$ cat src/rtl/bcd_display_counter.sv
// bcd_display_counter: N-digit BCD up/down counter with a prescaled count
// tick, clear/load/enable control, a roll-over pulse and a time-multiplexed
// common-anode 7-segment driver with registered anode and segment outputs.
module bcd_display_counter #(
    parameter int DIGITS   = 4,
    parameter int PRESCALE = 50000,
    parameter int SCAN_DIV = 1000
) (
    input  logic                  system_clock,
    input  logic                  system_reset,
    input  logic                  en,
    input  logic                  up,
    input  logic                  clear,
    input  logic                  load,
    input  logic [4*DIGITS-1:0]   load_value,
    output logic [4*DIGITS-1:0]   count,
    output logic                  wrap,
    output logic [DIGITS-1:0]     an,
    output logic [6:0]            seg
);

    localparam int PW = (PRESCALE > 1) ? $clog2(PRESCALE) : 1;
    localparam int SW = (SCAN_DIV > 1) ? $clog2(SCAN_DIV) : 1;
    localparam int IW = (DIGITS > 1) ? $clog2(DIGITS) : 1;

    localparam logic [PW-1:0]       PRESC_LAST = PW'(PRESCALE - 1);
    localparam logic [SW-1:0]       SCAN_LAST  = SW'(SCAN_DIV - 1);
    localparam logic [IW-1:0]       IDX_LAST   = IW'(DIGITS - 1);
    localparam logic [4*DIGITS-1:0] ALL_NINES  = {DIGITS{4'h9}};
    localparam logic [6:0]          GLYPH_ZERO = 7'b1000000;

    // Clamp every digit of a load word to a legal BCD value (>9 becomes 9).
    function automatic logic [4*DIGITS-1:0] bcd_clamp(input logic [4*DIGITS-1:0] v);
        logic [4*DIGITS-1:0] r;
        r = '0;
        for (int k = 0; k < DIGITS; k++) begin
            r[4*k +: 4] = (v[4*k +: 4] > 4'd9) ? 4'd9 : v[4*k +: 4];
        end
        return r;
    endfunction

    // One BCD increment (inc=1) or decrement (inc=0) with ripple carry/borrow.
    function automatic logic [4*DIGITS-1:0] bcd_step(input logic [4*DIGITS-1:0] v,
                                                     input logic inc);
        logic [4*DIGITS-1:0] r;
        logic [3:0]          d;
        logic                carry;
        r     = v;
        carry = 1'b1;
        for (int k = 0; k < DIGITS; k++) begin
            d = v[4*k +: 4];
            if (carry) begin
                if (inc) begin
                    if (d == 4'd9) begin
                        d = 4'd0;
                    end else begin
                        d     = d + 4'd1;
                        carry = 1'b0;
                    end
                end else begin
                    if (d == 4'd0) begin
                        d = 4'd9;
                    end else begin
                        d     = d - 4'd1;
                        carry = 1'b0;
                    end
                end
            end
            r[4*k +: 4] = d;
        end
        return r;
    endfunction

    // Active-low segment pattern {g..a} for one BCD digit.
    function automatic logic [6:0] seg_decode(input logic [3:0] d);
        case (d)
            4'd0:    seg_decode = 7'b1000000;
            4'd1:    seg_decode = 7'b1111001;
            4'd2:    seg_decode = 7'b0100100;
            4'd3:    seg_decode = 7'b0110000;
            4'd4:    seg_decode = 7'b0011001;
            4'd5:    seg_decode = 7'b0010010;
            4'd6:    seg_decode = 7'b0000010;
            4'd7:    seg_decode = 7'b1111000;
            4'd8:    seg_decode = 7'b0000000;
            default: seg_decode = 7'b0010000;
        endcase
    endfunction

    logic [PW-1:0]       presc_q, presc_d;
    logic [4*DIGITS-1:0] count_q, count_d;
    logic                wrap_q, wrap_d;
    logic [SW-1:0]       scan_q, scan_d;
    logic [IW-1:0]       idx_q, idx_d;
    logic [DIGITS-1:0]   an_q, an_d;
    logic [6:0]          seg_q, seg_d;
    logic [3:0]          cur_digit;
    logic                tick;

    assign tick = en && (presc_q == PRESC_LAST);

    // Count path: clear beats load beats tick; wrap only on a real roll-over.
    always_comb begin
        presc_d = presc_q;
        count_d = count_q;
        wrap_d  = 1'b0;
        if (clear) begin
            presc_d = '0;
            count_d = '0;
        end else if (load) begin
            presc_d = '0;
            count_d = bcd_clamp(load_value);
        end else if (en) begin
            presc_d = tick ? '0 : presc_q + PW'(1);
            if (tick) begin
                count_d = bcd_step(count_q, up);
                wrap_d  = up ? (count_q == ALL_NINES) : (count_q == '0);
            end
        end
    end

    // Scan timing: free-running dwell counter stepping the lit-digit index.
    always_comb begin
        scan_d = scan_q + SW'(1);
        idx_d  = idx_q;
        if (scan_q == SCAN_LAST) begin
            scan_d = '0;
            idx_d  = (idx_q == IDX_LAST) ? '0 : idx_q + IW'(1);
        end
    end

    // Display path: select the digit under scan and build anode/segment words.
    always_comb begin
        cur_digit = '0;
        for (int k = 0; k < DIGITS; k++) begin
            if (idx_q == IW'(k)) begin
                cur_digit = count_q[4*k +: 4];
            end
        end
        an_d  = ~(DIGITS'(1) << idx_q);
        seg_d = seg_decode(cur_digit);
    end

    // State registers; reset returns counter, scan and display to digit 0 showing "0".
    always_ff @(posedge system_clock) begin
        if (system_reset) begin
            presc_q <= '0;
            count_q <= '0;
            wrap_q  <= 1'b0;
            scan_q  <= '0;
            idx_q   <= '0;
            an_q    <= ~DIGITS'(1);
            seg_q   <= GLYPH_ZERO;
        end else begin
            presc_q <= presc_d;
            count_q <= count_d;
            wrap_q  <= wrap_d;
            scan_q  <= scan_d;
            idx_q   <= idx_d;
            an_q    <= an_d;
            seg_q   <= seg_d;
        end
    end

    assign count = count_q;
    assign wrap  = wrap_q;
    assign an    = an_q;
    assign seg   = seg_q;

endmodule

$ cat config.mk
export PLATFORM = sky130hd
export DESIGN_NAME = bcd_display_counter
export DESIGN_NICKNAME = d
export VERILOG_FILES = /design/src/rtl/bcd_display_counter.sv
export SDC_FILE = /design/constraint.sdc
export NUM_CORES = 1
export LEC_CHECK = 0
export CAP_MARGIN = 20
export CORE_MARGIN = 2
export CORE_UTILIZATION = 49
export CTS_CLUSTER_SIZE = 20
export DETAILED_ROUTE_END_ITERATION = 16
export PLACE_DENSITY = 0.86
export SKIP_CTS_REPAIR_TIMING = 1
export SYNTH_ARGS = -nofsm -noshare
export SYNTH_HDL_FRONTEND = slang
export SYNTH_SLANG_ARGS = --single-unit
$ cat constraint.sdc
create_clock -name system_clock -period 2.2 [get_ports system_clock]
set_input_delay 0.33 -clock system_clock [delete_from_list [all_inputs] [get_ports system_clock]]
set_output_delay 0.33 -clock system_clock [all_outputs]
set_load 0.02 [all_outputs]
-- After elaboration in Yosys (flattened, before gate mapping)
Memories as Yosys holds them, arrays and structs flattened. A register that Yosys moved wholly into a read port is not among the register bits.
Index checks and enable logic that the tools add are counted.
- register bits after elaboration: 49
- bits in read-only memories: 112
- logic and storage cells: 111
- memories: 1
- add/subtract/negate cells: 11
- magnitude comparators: 4
- eq/ne operators: 10
- shift-type cells: 1
- mux-type cells: 52
- bitwise operators: 3
- reductions and logical operators: 20
- memories (memory ; words ; bits a word ; read ports ; clocked after memory_dff ; write ports ; RTL line ; source):
    (no name shown) ; 16 ; 7 ; 1 ; 1 ; 0 ; 76 ; case (d)
- operator list (kind ; number):
    4-bit 2-to-1 mux ; 23
    16-bit 2-to-1 mux ; 4
    16-bit == test, second input constant ; 2
    1-bit 2-to-1 mux ; 24
    16-bit by 1-bit adder with 16-bit output, second input constant ; 1
    4-bit by 1-bit adder with 4-bit output, second input constant ; 4
    4-bit == test, second input constant ; 4
    4-bit > comparator, second input constant ; 4
    16-bit zero test ; 1
    4-bit zero test ; 4
    4-bit by 1-bit subtractor with 4-bit output, second input constant ; 4
    10-bit by 1-bit adder with 10-bit output, second input constant ; 1
    10-bit == test, second input constant ; 1
    2-bit nonzero test ; 5
    3-bit AND reduction ; 3
    5-bit OR reduction ; 1
    2-bit == test, second input constant ; 2
    4-bit inverter ; 1
    2-bit OR reduction ; 2
    1-bit by 2-bit << shifter with 4-bit output, first input constant ; 1
    3-bit OR reduction ; 1
    2-bit by 1-bit adder with 2-bit output, second input constant ; 1
    2-bit by 1-bit == test with 1-bit output, second input constant ; 1
    2-bit zero test ; 1
    other kinds (4) ; 5

-- Depth between registers and ports, before layout
Gate-level depths: netlist of run 1.
- depth in word-level cells: 21
- depth in mapped cells: 10

-- Worst setup path before layout of run 1
No wires, ideal clock.
- path type: reg2reg
- start: reg idx_q[0]
- end: reg seg_q[6] (netlist: seg[6])
- setup time: 0.114 ns
- arrival: 2.036 ns
- slack: 0.050 ns
- stages on the path, launching flop included: 11
- cells stage by stage: dfxtp_1 -> inv_1 -> ha_1 -> clkbuf_1 -> a21oi_1 -> o21ai_0 -> a22oi_1 -> inv_1 -> ha_1 -> mux2_2 -> a21o_1
- cells in the longest elaborated chain, start to end: 5
- ends and longest elaborated chain (what ; RTL line ; source):
    start: declaration ; 94 ; logic [IW-1:0] idx_q, idx_d;
    start signal: assignment ; 159 ; idx_q <= idx_d;
    2-bit zero test ; 136 ; if (idx_q == IW'(k)) begin
    4-bit 2-to-1 mux (3 in a row) ; 136 ;
    4-bit 2-to-1 mux * ; 136 ;
    end: declaration ; 96 ; logic [6:0] seg_q, seg_d;
Every way passes the cells marked *; elsewhere a longest branch is shown, timed or not.
A chain may end at the register's enable or synchronous reset.

-- Worst setup path after layout of run 1
- start: reg presc_q[7]
- end: reg count_q[10] (netlist: count[10])
- cells in the longest elaborated chain, start to end: 4
- ends and longest elaborated chain (what ; RTL line ; source):
    start: declaration ; 90 ; logic [PW-1:0] presc_q, presc_d;
    start signal: assignment ; 155 ; presc_q <= presc_d;
    16-bit == test ; 100 ; assign tick = en && (presc_q == PRESC_LAST);
    1-bit logical AND ; 100 ;
    2-bit nonzero test (no line) ; - ;
    3-bit AND reduction (no line) ; - ;
    end signal: assignment ; 156 ; count_q <= count_d;
    end: declaration ; 91 ; logic [4*DIGITS-1:0] count_q, count_d;
Every way passes these cells.

==> results of run 1 <==
-- routing by layer --
layer | vias up | part of all wire [%]
li1 | 1553 | -
met1 | 1463 | 42
met2 | 107 | 50
met3 | 7 | 7.0
met4 | 0 | 1.1
met5 | - | 0
-- where the power goes --
group | leakage [nW] | switching (mW) | total [mW] | internal (mW)
Sequential | 0.456 | 0.0329 | 1.07 | 1.03
Clock | 0.0493 | 0.369 | 0.634 | 0.264
Combinational | 0.985 | 0.152 | 0.306 | 0.153
Total | 1.49 | 0.555 | 2.01 | 1.45
-- worst max-delay path, delay by kind of cell (launching register included) --
family / cells / cell delay (ns)
flops: 1 / 0.35
buf+inv: 1 / 0.17
mux: 1 / 0.18
compound gates: 1 / 0.07
simple gates: 3 / 1.24
-- stage by stage --
step           total power [mW]  cell area (um2)
2_1_floorplan              1.25             3220
3_3_place_gp               1.38             3920
3_5_place_dp               1.39             3920
4_1_cts                    2.01             4030
5_1_grt                    2.08             4050
6_report                   2.01             4050
-- worst max path at each step --
stage	cells past startpoint	slack (ns)	to	startpoint
finish	6	0.1	count[10]	presc_q[7]
global route	6	-0.005	count[11]	presc_q[10]
CTS	9	0.03	seg[6]	idx_q[0]
detailed placement	7	-0.07	count[11]	en
global placement	7	-0.04	count[11]	en
floorplan	10	0.05	seg[6]	idx_q[0]
-- placed cells by master, fill, tap and decap left out, drive strengths merged, types with 5 or more instances in the layout --
master / netlist / final
dfxtp: 56 / 56
clkdlybuf4s50: 0 / 49
nor2: 47 / 47
o21ai: 28 / 28
buf: 2 / 27
nand2: 26 / 26
a21oi: 26 / 26
nand3: 20 / 20
inv: 19 / 20
xor2: 17 / 17
xnor2: 14 / 14
ha: 11 / 11
nor3: 10 / 10
nand2b: 9 / 9
and3: 8 / 8
nand4: 7 / 7
nor4: 7 / 7
o21a: 6 / 6
clkbuf: 25 / 6
mux2i: 5 / 5
-- state kept, by name, summed over array words and instances, names as in the netlist --
register / cells
an: 4
count: 16
idx_q: 2
presc_q: 16
scan_q: 10
seg: 7
wrap: 1
-- cell type report --
cell class,count,share of cell area [%]
clock buffer,6,2.04
clock inverter,2,0.464
inverter,19,1.76
multi-input combinational,306,48.1
sequential,56,27.8
tap,77,2.38
timing repair buffer,76,17.4
-- cells by family (layout without fill, tap and decap cells) --
family	count (synthesis)	count (layout)	synth area share, %
buffers and inverters	46	103	5.39
and+or+nand+nor	156	156	24.8
adders and majority gates	11	11	4.27
xor gates and xnor gates	31	31	8.42
DFF	56	56	34.8
AOI/OAI and AO/OA	102	102	20.5
muxes	6	6	1.90
==> flow_metrics.py, run 1 <==
metrics = {
    "layout": {
        "layout-drive-gt1-share_pct": 10.5,
        "num_antenna_cells": 0,
        "area_growth_pct": 25.5,
        "final_util_pct": 63.7,
        "fin_cells": 542,
        "fin_nets": 497,
        "regArea_mm2": 0.00112,
        "multi_input_area_mm2": 0.00195,
        "fillers": 528,
    },
    "clock_tree": {
        "cts_tree": "done",
        "cts.root.buffer_cell": "clkbuf_8",
        "clk_pin_slew_worst_paths_ns": 0.11,
        "cts.sinks": 56,
        "clk_latency_ns": 0.32,
        "htree_levels": 2,
        "numCtsBuffers": 5,
        "clockBufferDepth": 2,
    },
    "global_route": {
        "overflow": 0,
        "top_usage_layer": "met2",
        "antenna_found_initial": 0,
        "grt_pass1_wl_um": 12700,
        "grt_use_met2_pct": 37.2,
        "grt_max_degree": 19,
        "track_usage_pct": 21.1,
        "grtUsageMet3_pct": 4.28,
        "use_met1_pct": 26.2,
        "first_global_vias": 2834,
    },
    "floorplan": {
        "num_rows": 29,
        "die_area_mm2": 0.00725,
        "die_y_um": 85.1,
        "fp.dieW_um": 85.1,
        "pin_count": 50,
        "core_area_mm2": 0.00635,
        "initial_core_util_pct": 50.8,
    },
    "placed_design": {
        "dp_cells": 534,
        "port_buffers": 49,
        "dpl.hpwl_um": 5660,
        "preCtsSetupSlack_ns": -0.0681,
        "gp_congestion": 0.948,
    },
    "synth": {
        "yosys_register_bits": 56,
        "netlist_area_mm2": 0.00322,
        "yosysWarnings": 0,
        "yosys-top-cells-count": "dfxtp_1 (56), nor2_1 (47), o21ai_0 (27)",
        "synthTopCellsByArea": "dfxtp_1 (35%), nor2_1 (5.5%), xor2_1 (4.6%)",
        "synth_edf_count": 0,
        "synth_cell_types": 56,
        "synth_top_area_share_pct": 34.8,
        "yosysMostFrequentCell": "dfxtp_1",
        "synth_ff_type": "dfxtp_1",
        "synth_cells": 408,
        "synth_area_leader_cell": "dfxtp_1",
        "syn_area_per_cell_um2": 7.90,
        "synthArstFlopShare_pct": 0,
        "syn-num-nets": 441,
        "ys_seq_area_share_pct": 34.8,
    },
    "worst_hold_path": {
        "whs_endpoint": "scan_q[0]",
        "min_path_type": "reg2reg",
        "hold-path-cell-count": 1,
        "hp-start": "scan_q[0]",
    },
    "worst_setup_path": {
        "worstReg2RegEnd": "count[10]",
        "critPathSlowestCell": "or4_4",
        "cpMostUsedCell": "or4_4",
        "critPathMaxStageDelay_ns": 0.56,
        "r2r_slack_ns": 0.1,
        "required_ns": 2.41,
        "cp_cell_sequence": "or4_4, or4_4, nor3b_4, buf_4, mux2i_1, o21ai_1",
        "reg2regPathDepth": 6,
        "startpoint_type": "flip-flop",
        "r2r-start": "presc_q[7]",
        "path_class": "reg2reg",
        "end_kind": "flip-flop",
        "crit_fanout": 4,
        "crit_arrival_ns": 2.32,
    },
    "sta": {
        "slew_headroom_pct": 67.8,
        "hold_viol": 0,
        "worst_pin_slew_ns": 0.482,
        "holdWs_ns": 0.440,
        "min_period_over_period_pct": 95.6,
        "finClkSkew_ns": 0.00975,
        "slew_viol_final": 0,
        "period_minus_slack_ns": 2.10,
        "setup_slack_ns": 0.0963,
        "tns_ns": 0,
        "finalSetupViolations": 0,
        "max_freq_ghz": 0.475,
    },
    "power_and_ir_drop": {
        "vdd_ir_drop_max_mv": 0.308,
        "power_per_cell_area_mw_per_mm2": 496,
        "power_leakage_nw": 1.49,
    },
    "drt": {
        "num_vias": 3130,
        "drc_errors": 0,
        "drtIter0Drc": 156,
        "ant_nets": 0,
        "via_per_inst": 5.77,
        "wl_um": 7620,
        "wl_per_cell_um": 14.0,
        "drt_first_pass_iters": 4,
    },
    "outcome": {
        "status": "finished, final reports clean",
    },
    "flow_run": {
        "drv_cap": 0,
    },
}
No activity file was read; power rests on OpenSTA's default activity.
==> inputs of run 2 (changes only) <==
--- a/config.mk
+++ b/config.mk
@@ -15,3 +15,4 @@
 export SYNTH_ARGS = -nofsm -noshare
 export SYNTH_HDL_FRONTEND = slang
 export SYNTH_SLANG_ARGS = --single-unit
+export TNS_END_PERCENT = 10
==> run 2 against run 1 <==
Compared with the run above: critical path depth stayed put; final cell count stayed put; register-to-register slack hardly changed; largest cell class unchanged.
==> flow_metrics.py, run 2 (same netlist as run 1, synthesis figures left out) <==
metrics = {
    "outcome": {
        "status": "finished, final reports clean",
    },
    "layout": {
        "layout-drive-gt1-share_pct": 10.5,
        "multi_input_area_mm2": 0.00195,
        "final_util_pct": 63.7,
        "fillers": 528,
        "final_common_cell": "dfxtp_1",
        "fin_nets": 497,
        "area_growth_pct": 25.5,
        "regArea_mm2": 0.00112,
        "mostFrequentLayoutCells": "dfxtp_1 (53), clkdlybuf4s50_1 (49), nor2_1 (47)",
        "stdcell_area_mm2": 0.00405,
        "num_antenna_cells": 0,
    },
    "placed_design": {
        "port_buffers": 49,
        "dpl_cell_area_mm2": 0.00392,
        "dpl.hpwl_um": 5660,
        "gp_congestion": 0.948,
    },
    "worst_setup_path": {
        "path_class": "reg2reg",
        "startpoint": "presc_q[7]",
        "endpoint": "count[10]",
        "crit_fanout": 4,
        "worstReg2RegEnd": "count[10]",
        "reg2regPathDepth": 6,
        "r2r_slack_ns": 0.09,
        "crit_arrival_ns": 2.32,
        "r2r-start": "presc_q[7]",
        "startpoint_type": "flip-flop",
        "end_kind": "flip-flop",
        "required_ns": 2.41,
    },
    "floorplan": {
        "initial_core_util_pct": 50.8,
        "core_area_mm2": 0.00635,
        "num_rows": 29,
        "pin_count": 50,
        "fp.dieW_um": 85.1,
        "die_area_mm2": 0.00725,
        "die_y_um": 85.1,
    },
    "power_and_ir_drop": {
        "combPwrFrac_pct": 15.2,
        "power_leakage_nw": 1.49,
        "pwr-share-seq_pct": 53.2,
        "intPower_mw": 1.45,
        "clock_power_share_pct": 31.7,
        "vdd_ir_drop_max_mv": 0.310,
        "power_per_cell_area_mw_per_mm2": 497,
        "p_switching_mw": 0.557,
        "p_total_mw": 2.01,
        "swShare_pct": 27.7,
    },
    "drt": {
        "wl_per_cell_um": 14.1,
        "via_per_inst": 5.75,
        "wl_um": 7630,
        "num_vias": 3115,
        "drt_first_pass_iters": 4,
        "drc_errors": 0,
        "drtIter0Drc": 180,
        "ant_nets": 0,
    },
    "sta": {
        "finalSetupViolations": 0,
        "tns_ns": 0,
        "hold_viol": 0,
        "worst_pin_slew_ns": 0.489,
        "max_freq_ghz": 0.474,
        "slew_headroom_pct": 67.4,
        "slew_viol_final": 0,
        "period_minus_slack_ns": 2.11,
        "finClkSkew_ns": 0.00969,
        "holdWs_ns": 0.440,
        "min_period_over_period_pct": 96.0,
    },
    "clock_tree": {
        "htree_levels": 2,
        "clk_latency_ns": 0.32,
        "cts.sinks": 56,
        "clk_pin_slew_worst_paths_ns": 0.11,
        "clockBufferDepth": 2,
        "cts_tree": "done",
        "cts.root.buffer_cell": "clkbuf_8",
        "numCtsBuffers": 5,
    },
    "worst_hold_path": {
        "hp-start": "scan_q[0]",
        "min_path_type": "reg2reg",
    },
    "flow_run": {
        "drv_cap": 0,
    },
    "global_route": {
        "track_usage_pct": 21.1,
        "overflow": 0,
        "grt_pass1_wl_um": 12700,
        "antenna_found_initial": 0,
        "first_global_vias": 2834,
        "grt_max_degree": 19,
    },
}
## run 2: cell counts in the layout (fill, tap and decap cells not counted)
No cell type changed its count.
## run 2: final cells by class
| cell class | instances | area share, % |
|---|---|---|
| Multi-Input combinational cell | 306 | 48.1 |
| Sequential cell | 56 | 27.8 |
| Timing Repair Buffer | 76 | 17.4 |
| Tap cell | 77 | 2.38 |
| Clock buffer | 6 | 2.04 |
| Inverter | 19 | 1.76 |
| Clock inverter | 2 | 0.464 |
## run 2: worst min path at each step
stage                endpoint  slack (ns)  cells past startpoint
CTS                 scan_q[0]        0.45                      1
finish              scan_q[0]        0.44                      1
global route        scan_q[0]        0.49                      1
floorplan           scan_q[0]        0.41                      1
global placement    scan_q[0]        0.42                      1
detailed placement  scan_q[0]        0.43                      1
## run 2: power groups by stage
stage / sequential (mW) / clock, mW / combinational, mW
2_1_floorplan: 1.09 / 0 / 0.164
3_3_place_gp: 1.09 / 0 / 0.295
3_5_place_dp: 1.09 / 0 / 0.301
4_1_cts: 1.07 / 0.639 / 0.303
5_1_grt: 1.07 / 0.676 / 0.331
6_report: 1.07 / 0.636 / 0.305
## run 2: layer usage
metal | GRT usage [%] | share of wire, %
met1 | 26.2 | 43
met2 | 37.2 | 50
met5 | 0 | 0
met3 | 4.28 | 5.9
met4 | 5.63 | 1.1
## run 2: worst max-delay path, stage by stage (launching register included)
cell	delay, ns
dfxtp_1	0.35
or4_4	0.56
or4_4	0.48
nor3b_4	0.20
buf_4	0.17
mux2i_1	0.18
o21ai_1	0.07
## run 2: per-stage QoR
stage          setup slack (ns)  std cells
4_1_cts                  0.0350        542
3_5_place_dp            -0.0681        534
5_1_grt                -0.00526        542
6_report                 0.0891        542
2_1_floorplan            0.0501        408
3_3_place_gp            -0.0431        534
==> inputs of run 3 (changes only) <==
--- a/config.mk
+++ b/config.mk
@@ -7,10 +7,10 @@
 export LEC_CHECK = 0
 export CAP_MARGIN = 20
 export CORE_MARGIN = 2
-export CORE_UTILIZATION = 49
+export CORE_UTILIZATION = 30
 export CTS_CLUSTER_SIZE = 20
 export DETAILED_ROUTE_END_ITERATION = 16
-export PLACE_DENSITY = 0.86
+export PLACE_DENSITY = 0.6
 export SKIP_CTS_REPAIR_TIMING = 1
 export SYNTH_ARGS = -nofsm -noshare
 export SYNTH_HDL_FRONTEND = slang
==> run 3 against run 2 <==
Compared with the run above: utilization down 23 points; sequential power about the same; fmax down 1.7%; critical path type unchanged; critical endpoint unchanged; highest routed layer unchanged.
==> flow_metrics.py, run 3 (same netlist as run 1, synthesis figures left out) <==
metrics = {
    "outcome": {
        "status": "finished, final reports clean",
    },
    "worst_setup_path": {
        "crit_arrival_ns": 2.35,
        "cpMostUsedCell": "or4_4",
        "r2r_slack_ns": 0.05,
        "cp_top_family": "simple AND/OR/NAND/NOR gates",
        "startpoint": "presc_q[10]",
        "crit_buf_inv": 1,
        "endpoint": "count[10]",
        "cp_cell_sequence": "or4_4, or4_4, nor3b_4, buf_4, mux2i_1, o21ai_1",
        "crit_cells": 6,
        "r2r-start": "presc_q[10]",
        "required_ns": 2.40,
        "critPathMaxStageDelay_ns": 0.54,
        "path_class": "reg2reg",
        "critPathSlowestCell": "or4_4",
        "end_kind": "flip-flop",
        "crit_fanout": 4,
        "reg2regPathDepth": 6,
        "startpoint_type": "flip-flop",
        "worstReg2RegEnd": "count[10]",
    },
    "global_route": {
        "grt_max_degree": 19,
        "grt_pass1_wl_um": 13700,
        "antenna_found_initial": 0,
        "first_global_vias": 2876,
        "overflow": 0,
        "track_usage_pct": 14.6,
    },
    "power_and_ir_drop": {
        "power_per_cell_area_mw_per_mm2": 472,
        "p_total_mw": 1.97,
        "power_leakage_nw": 1.55,
        "vdd_ir_drop_max_mv": 0.231,
    },
    "sta": {
        "hold_viol": 0,
        "worst_pin_slew_ns": 0.460,
        "max_freq_ghz": 0.465,
        "min_period_over_period_pct": 97.7,
        "slew_viol_final": 0,
        "finalSetupViolations": 0,
        "period_minus_slack_ns": 2.15,
        "grt_setup_unrepaired": "true",
        "slew_headroom_pct": 69.3,
        "finClkSkew_ns": 0.00816,
    },
    "clock_tree": {
        "clockBufferDepth": 2,
        "cts.sinks": 56,
        "cts.root.buffer_cell": "clkbuf_8",
        "numCtsBuffers": 5,
        "htree_levels": 2,
        "clk_latency_ns": 0.32,
        "clk_pin_slew_worst_paths_ns": 0.11,
        "cts_tree": "done",
    },
    "floorplan": {
        "num_rows": 37,
        "initial_core_util_pct": 31.1,
        "die_y_um": 108,
        "core_area_mm2": 0.0104,
        "pin_count": 50,
        "fp.dieW_um": 108,
        "die_area_mm2": 0.0116,
    },
    "layout": {
        "stdcell_area_mm2": 0.00418,
        "final_common_cell": "dfxtp_1",
        "fillers": 1070,
        "fin_cells": 611,
        "layout-drive-gt1-share_pct": 12.0,
        "num_antenna_cells": 0,
        "fin_nets": 507,
        "mostFrequentLayoutCells": "dfxtp_1 (52), clkdlybuf4s50_1 (49), nor2_1 (47)",
        "area_growth_pct": 29.6,
    },
    "flow_run": {
        "drv_cap": 0,
    },
    "drt": {
        "wl_um": 8280,
        "drc_errors": 0,
        "num_vias": 3086,
        "wl_per_cell_um": 13.5,
        "drtIter0Drc": 155,
        "ant_nets": 0,
        "drt_first_pass_iters": 4,
        "via_per_inst": 5.05,
    },
    "placed_design": {
        "port_buffers": 49,
        "dpl.hpwl_um": 6200,
        "dpl_cell_area_mm2": 0.00407,
        "dp_cells": 603,
        "gp_congestion": 0.810,
    },
    "worst_hold_path": {
        "min_path_type": "reg2reg",
    },
}
run 3: power by group:
part           internal [mW]  switching [mW]  total (mW)
Clock                  0.229           0.360       0.589
Combinational          0.157           0.160       0.318
Sequential              1.03          0.0301        1.06
run 3: how the worst min path moves through the flow:
stage,endpoint,start,cells past startpoint,slack [ns]
6_report,scan_q[0],scan_q[0],1,0.44
5_1_grt,scan_q[0],scan_q[0],1,0.47
4_1_cts,scan_q[0],scan_q[0],1,0.45
3_5_place_dp,scan_q[0],scan_q[0],1,0.44
3_3_place_gp,scan_q[0],scan_q[0],1,0.42
2_1_floorplan,scan_q[0],scan_q[0],1,0.41
run 3: area by class of cell:
| class | instances | area [um2] | share of cell area [%] |
|---|---|---|---|
| well taps | 136 | 170 | 4.07 |
| inverters | 19 | 71.3 | 1.71 |
| multi-input cells | 306 | 1940 | 46.4 |
| repair buffers | 86 | 781 | 18.7 |
| clock buffers | 5 | 68.8 | 1.65 |
| flip-flops and latches | 56 | 1130 | 26.9 |
| clock inverters | 3 | 22.5 | 0.539 |
run 3: per-layer routing:
metal | global-route usage, % | vias up | share of wire (%)
met5 | 0 | - | 0
met4 | 4.67 | 0 | 1.5
met3 | 3.27 | 7 | 6.1
met2 | 23.5 | 76 | 46
met1 | 19.3 | 1432 | 46
li1 | - | 1571 | -
run 3: metrics by stage:
stage	hold WS (ns)	utilization (%)	setup TNS (ns)	setup slack (ns)
final	0.445	40.3	0	0.0515
after floorplan	0.413	-	0	0.0501
after global routing	0.469	40.3	-0.0707	-0.0327
after global placement	0.423	39.3	-0.223	-0.0711
after CTS	0.452	40.2	0	0.0275
after detailed placement	0.437	39.3	-0.617	-0.0820
run 3: worst register-to-register path, cell delays in order, from the launching register on:
cell and delay, ns:
dfxtp_2 0.34, or4_4 0.54, or4_4 0.46, nor3b_4 0.29
buf_4 0.16, mux2i_1 0.17, o21ai_1 0.08
